$ cat config.mk
export PLATFORM = sky130hd
export DESIGN_NAME = inst_fetch_queue
export DESIGN_NICKNAME = d
export VERILOG_FILES = /design/src/rtl/ifq_pkg.sv /design/src/rtl/ifq_fifo.sv /design/src/rtl/inst_fetch_queue.sv
export SDC_FILE = /design/constraint.sdc
export NUM_CORES = 1
export LEC_CHECK = 0
export BUFFER_PORTS_ARGS = -buffer_cell sky130_fd_sc_hd__buf_2
export CORE_ASPECT_RATIO = 1.75
export CORE_MARGIN = 8
export CORE_UTILIZATION = 24
export CTS_CLUSTER_DIAMETER = 30
export DETAILED_ROUTE_END_ITERATION = 7
export RECOVER_POWER = 50
export SYNTH_ARGS = -nofsm -noshare
export SYNTH_HDL_FRONTEND = slang
export SYNTH_HIERARCHICAL = 1
export SYNTH_SLANG_ARGS = --single-unit
$ cat constraint.sdc
create_clock -name clk_in -period 4.15 [get_ports clk_in]
set_input_delay 0.6225 -clock clk_in [delete_from_list [all_inputs] [get_ports clk_in]]
set_output_delay 0.6225 -clock clk_in [all_outputs]
set_load 0.1 [all_outputs]
$ cat src/rtl/ifq_pkg.sv
// Shared definitions for the instruction fetch queue: FSM encoding, JAL decode
// and the layout of a queue entry {inst, pc, pred}.
package ifq_pkg;

    localparam logic [1:0] ST_IDLE    = 2'd0;
    localparam logic [1:0] ST_WAIT    = 2'd1;
    localparam logic [1:0] ST_DISCARD = 2'd2;

    localparam logic [6:0] OPC_JAL = 7'b1101111;

    // Entry packs as {inst, pc, pred} with pred in the LSB
    localparam int ENT_INST_W   = 32;
    localparam int ENT_PRED_LSB = 0;
    localparam int ENT_PC_LSB   = 1;

    function automatic int ent_width(input int xlen);
        return ENT_INST_W + xlen + 1;
    endfunction

    // J-type immediate from instruction bits [31:12]
    function automatic logic signed [20:0] jal_imm(input logic [31:12] ib);
        return {ib[31], ib[19:12], ib[20], ib[30:21], 1'b0};
    endfunction

endpackage

$ cat src/rtl/ifq_fifo.sv
// Circular buffer with head/tail pointers and occupancy count; flush clears
// pointers and count, and a pop on an empty buffer is ignored.
module ifq_fifo
    import ifq_pkg::*;
#(
    parameter int DEPTH = 4,
    parameter int WIDTH = 8
) (
    input  logic                     clk,
    input  logic                     rst_n,
    input  logic                     en,
    input  logic                     flush,
    input  logic                     push,
    input  logic                     pop,
    input  logic [WIDTH-1:0]         wdata,
    output logic [WIDTH-1:0]         rdata,
    output logic [$clog2(DEPTH):0]   count,
    output logic                     empty
);
    localparam int PTR_W = $clog2(DEPTH);
    localparam int CNT_W = PTR_W + 1;

    logic [WIDTH-1:0] mem [DEPTH];
    logic [PTR_W-1:0] head;
    logic [PTR_W-1:0] tail;
    logic             do_push;
    logic             do_pop;

    assign empty   = (count == '0);
    assign do_push = en && !flush && push && (count != CNT_W'(DEPTH));
    assign do_pop  = en && !flush && pop && !empty;

    always_ff @(posedge clk or negedge rst_n) begin
        if (!rst_n) begin
            head  <= '0;
            tail  <= '0;
            count <= '0;
        end else if (en && flush) begin
            head  <= '0;
            tail  <= '0;
            count <= '0;
        end else begin
            if (do_push) tail <= tail + PTR_W'(1);
            if (do_pop)  head <= head + PTR_W'(1);
            case ({do_push, do_pop})
                2'b10:   count <= count + CNT_W'(1);
                2'b01:   count <= count - CNT_W'(1);
                default: count <= count;
            endcase
        end
    end

    always_ff @(posedge clk) begin
        if (do_push) mem[tail] <= wdata;
    end

    assign rdata = mem[head];

endmodule

$ cat src/rtl/inst_fetch_queue.sv
// Instruction fetch FSM feeding a small queue of {inst, pc, pred} entries.
// Define IFQ_JAL_PREDICT_EN to redirect the fetch PC on enqueued JALs.
module inst_fetch_queue
    import ifq_pkg::*;
#(
    parameter int              XLEN     = 32,
    parameter int              DEPTH    = 4,
    parameter logic [XLEN-1:0] RESET_PC = '0
) (
    input  logic                    clk_in,
    input  logic                    rst_in,
    input  logic                    rdy_in,
    output logic                    _mem_req,
    output logic [XLEN-1:0]         _mem_addr,
    input  logic                    _inst_ready_in,
    input  logic [31:0]             _inst_in,
    input  logic                    _br_rob,
    input  logic [XLEN-1:0]         _rob_new_pc,
    input  logic                    _deq,
    output logic                    _out_valid,
    output logic [31:0]             _out_inst,
    output logic [XLEN-1:0]         _out_pc,
    output logic                    _out_pred_taken,
    output logic [$clog2(DEPTH):0]  _count
);
    localparam int CNT_W    = $clog2(DEPTH) + 1;
    localparam int ENT_W    = ent_width(XLEN);
    localparam int INST_LSB = ENT_PC_LSB + XLEN;

    logic [1:0]       state;
    logic [XLEN-1:0]  pc;
    logic [XLEN-1:0]  pc_next;
    logic             pred;
    logic             enq;
    logic             q_empty;
    logic [ENT_W-1:0] wr_entry;
    logic [ENT_W-1:0] head_entry;

    always_comb begin
        pred    = 1'b0;
        pc_next = pc + XLEN'(4);
`ifdef IFQ_JAL_PREDICT_EN
        if (_inst_in[6:0] == OPC_JAL) begin
            pred    = 1'b1;
            pc_next = pc + XLEN'(jal_imm(_inst_in[31:12]));
        end
`endif
    end

    // A redirect always wins over a same-cycle ack, so the word is never queued
    assign enq      = rdy_in && (state == ST_WAIT) && _inst_ready_in && !_br_rob;
    assign wr_entry = {_inst_in, pc, pred};

    always_ff @(posedge clk_in or negedge rst_in) begin
        if (!rst_in) begin
            state     <= ST_IDLE;
            pc        <= RESET_PC;
            _mem_req  <= 1'b0;
            _mem_addr <= '0;
        end else if (rdy_in) begin
            case (state)
                ST_IDLE: begin
                    if (_br_rob) begin
                        pc <= _rob_new_pc;
                    end else if (_count < CNT_W'(DEPTH)) begin
                        state     <= ST_WAIT;
                        _mem_req  <= 1'b1;
                        _mem_addr <= pc;
                    end
                end
                ST_WAIT: begin
                    if (_br_rob) begin
                        pc <= _rob_new_pc;
                        if (_inst_ready_in) begin
                            state    <= ST_IDLE;
                            _mem_req <= 1'b0;
                        end else begin
                            state <= ST_DISCARD;
                        end
                    end else if (_inst_ready_in) begin
                        pc       <= pc_next;
                        state    <= ST_IDLE;
                        _mem_req <= 1'b0;
                    end
                end
                ST_DISCARD: begin
                    // Keep the stale request asserted until memory answers it
                    if (_br_rob) pc <= _rob_new_pc;
                    if (_inst_ready_in) begin
                        state    <= ST_IDLE;
                        _mem_req <= 1'b0;
                    end
                end
                default: begin
                    state    <= ST_IDLE;
                    _mem_req <= 1'b0;
                end
            endcase
        end
    end

    ifq_fifo #(
        .DEPTH (DEPTH),
        .WIDTH (ENT_W)
    ) u_fifo (
        .clk   (clk_in),
        .rst_n (rst_in),
        .en    (rdy_in),
        .flush (_br_rob),
        .push  (enq),
        .pop   (_deq),
        .wdata (wr_entry),
        .rdata (head_entry),
        .count (_count),
        .empty (q_empty)
    );

    // Head fields read as zero while the queue is empty
    assign _out_valid      = !q_empty;
    assign _out_inst       = q_empty ? '0 : head_entry[ENT_W-1:INST_LSB];
    assign _out_pc         = q_empty ? '0 : head_entry[INST_LSB-1:ENT_PC_LSB];
    assign _out_pred_taken = q_empty ? 1'b0 : head_entry[ENT_PRED_LSB];

endmodule

==> impl_metrics.csv <==
group,metric,value,unit
setup_path,cp-start-kind,"flop",
grt,antenna_found_initial,3,
drt,drt_iter0_markers,513,
placed_design,numPortBuffers,171,
yosys,ys_ff_latch,334,
setup_path,arrival,2.75,ns
placed_design,place.gp.congestion,0.792,
yosys,syn_area_per_cell,17.1,µm²
sta,slew_viol_final,62,
min_path,hp-start,"_rob_new_pc[31]",
drt,wl_per_cell,19.8,µm
yosys,ys_seq_area_share,70.1,%
grt,grt_max_degree,68,
sta,rsz0062_at_grt,"false",
setup_path,cp_max_fo,52,
floorplanning,initial_core_util,24.2,%
floorplanning,die_h,333,µm
sta,fmax,0.296,GHz
floorplanning,die_area,65700,µm²
power_and_ir_drop,p_per_area,705,nW/µm²
grt,grt_usage,10.9,%
setup_path,crit_path_max_incr_delay,0.98,ns
layout,drive_gt1_share,31.2,%
yosys,synth_cell_type_count,60,
sta,max_slew.worst_pin.slew,1.78,ns
setup_path,worstSetupPathType,"reg2out",
setup_path,r2r-end,"u_fifo/count[2]$_DFFE_PN0P_",
sta,timing.final.crit_share,81.3,%
drt,routed_wl,36100,µm
clock_network,root_buffer,"clkbuf_16",
yosys,synth_top_flop_cell,"edfxtp_1",
job,drv_cap,1,
setup_path,critPathRequiredTime,3.53,ns
setup_path,crit_chain,"buf_4, mux4_2, nor2b_1, buf_2",
floorplanning,ios,172,
placed_design,pre_cts_slack,0.949,ns
yosys,synth_top_area_cell,"edfxtp_1",
clock_network,numCtsBuffers,51,
yosys,yosys_warnings,6,
floorplanning,core-area,57000,µm²
clock_network,clock-sinks,334,
setup_path,crit_start,"u_fifo/head[1]$_DFFE_PN0P_",
drt,ant_nets,0,
layout,final_common_cell,"edfxtp_1",
sta,slew_headroom,-18.5,%
drt,drtPass1Iterations,7,
layout,fillers,5654,
sta,setup_viol,0,
setup_path,cp-end-kind,"primary output",
clock_network,cts_buffer_depth,3,
sta,fin_setup_tns,0,ns
yosys,netlist_instances,806,
setup_path,r2r_cells,13,
layout,finalNetCount,1094,
yosys,synth_top_area_share,56.6,%
clock_network,clk_pin_slew,0.06,ns
clock_network,postCtsSetupBuffers,0,
setup_path,regToRegSetupSlack,0.89,ns
power_and_ir_drop,ir_drop,0.608,mV
layout,mostFrequentLayoutCells,"260 x edfxtp_1, 102 x buf_2, 72 x dfrtp_1, 72 x clkbuf_1, 69 x nor2b_1",
clock_network,cts_resized,0,
min_path,hp-class,"in2reg",
outcome,status,"finished with violations",
grt,grt_overflow,0,
yosys,async_flop_share,22.2,%
sta,finalHoldViolCount,0,
floorplanning,rows,116,
grt,grt_pass1_wl,53900,µm
power_and_ir_drop,leakage,5.95,nW
clock_network,cts_tree,"yes",
sta,clock_skew,0.0344,ns
drt,vias,8027,
yosys,synth_edf_count,260,
clock_network,clock_latency,0.59,ns
outcome,violations,"capacitance limit, slew limit",
drt,vias_per_cell,4.40,
drt,drc,0,
floorplanning,die_w,197,µm
setup_path,critPathSlowestCell,"dfrtp_4",
yosys,synth_area_leaders,"edfxtp_1 57%, dfrtp_1 13%, mux4_2 11%",
sta,period_needed,3.37,ns
clock_network,cts.hold.buffers_added,0,
grt,grt_pass1_vias,8535,
yosys,mappedNetlistArea,13800,µm²
placed_design,place_hpwl,24800,µm
setup_path,critPathCapture,"_out_inst[27]",
setup_path,r2r_start,"state[1]$_DFFE_PN0P_",
clock_network,htree_levels,2,
sta,setup_ws,0.777,ns
layout,syn2layout_area_growth,25.3,%
## where the power goes
group          internal [W]  switching (W)  total [W]
Clock               0.00256        0.00176    0.00432
Combinational      0.000689        0.00249    0.00318
Sequential          0.00411       0.000569    0.00468
Total               0.00736        0.00483     0.0122
## cells by family after synthesis
group	Yosys count	synth area share, %
AOI/OAI and AO/OA	98	4.40
xor gates and xnor gates	2	0.127
adders and majority gates	12	1.14
buffers and inverters	51	1.91
DFF	334	70.1
muxes	107	14.0
other	1	0.0272
and+or+nand+nor	201	8.36
## area by class of cell
type | instances | area, µm² | area share [%]
clock buffer | 56 | 1330 | 7.67
inverter | 11 | 41.3 | 0.239
sequential | 334 | 9670 | 55.9
tap | 767 | 960 | 5.55
clock inverter | 40 | 462 | 2.67
timing repair buffer | 190 | 932 | 5.39
multi-input combinational | 424 | 3890 | 22.5
antenna | 1 | 2.50 | 0.0145
## Yosys cell counts, types with 2 or more instances
library cell,number
o22ai_1,10
mux4_2,65
o32ai_1,4
mux2_2,34
nand4_1,9
edfxtp_1,260
a2bb2oi_1,7
and3_1,10
or3_1,3
buf_4,4
nor3_1,7
nand4b_1,2
a21oi_1,37
mux2i_1,8
nor2b_1,69
nand3_1,16
a22oi_1,2
nor4_4,2
buf_12,2
a211oi_1,2
buf_2,4
buf_1,4
and4_1,3
clkbuf_1,24
o21ai_0,21
dfrtp_1,74
nand3b_1,2
inv_1,11
nor2_1,23
and2_1,9
nand2_1,39
ha_1,11
## worst min path at each step
stage / end / cells after the start
CTS: _mem_addr[23]$_DFFE_PN0P_ / 1
detailed placement: _mem_addr[7]$_DFFE_PN0P_ / 1
floorplan: _mem_addr[0]$_DFFE_PN0P_ / 0
finish: pc[31]$_DFFE_PN0P_ / 3
global placement: _mem_addr[30]$_DFFE_PN0P_ / 1
global route: pc[1]$_DFFE_PN0P_ / 2
## metrics by stage
| step | cells | hold WS (ns) | util (%) | instance area (µm²) | total power, W |
|---|---|---|---|---|---|
| 6_report | 1823 | 0.286 | 30.3 | 17300 | 0.0122 |
| 5_1_grt | 1822 | 0.279 | 30.3 | 17300 | 0.0127 |
| 4_1_cts | 1822 | 0.185 | 30.5 | 17400 | 0.0124 |
| 3_5_place_dp | 1726 | 0.491 | 27.3 | 15600 | 0.00801 |
| 3_3_place_gp | 1726 | 0.488 | 27.3 | 15600 | 0.00796 |
| 2_1_floorplan | 809 | 0.327 | - | 13800 | 0.00714 |
## worst max-delay path: cells and delay by family, from the launching register on
kind | cells | cell delay, ns
buf+inv | 2 | 0.81
flops | 1 | 0.98
mux | 1 | 0.20
simple gates | 1 | 0.20
## per-layer routing
layer	global-route usage, %	vias up	wire [µm]
met3	2.32	77	2300
met5	0	-	13
li1	-	3585	-
met4	5.22	2	1470
met2	19.2	305	18500
met1	12.3	4058	13800
## registers in the layout (all words and copies together), names as in the netlist
name and count:
_mem_addr 32, u_fifo/count 3, u_fifo/mem 260, pc 32, u_fifo/tail 2, state 2, u_fifo/head 2, _mem_req 1
(Power assumes the default switching activity.)
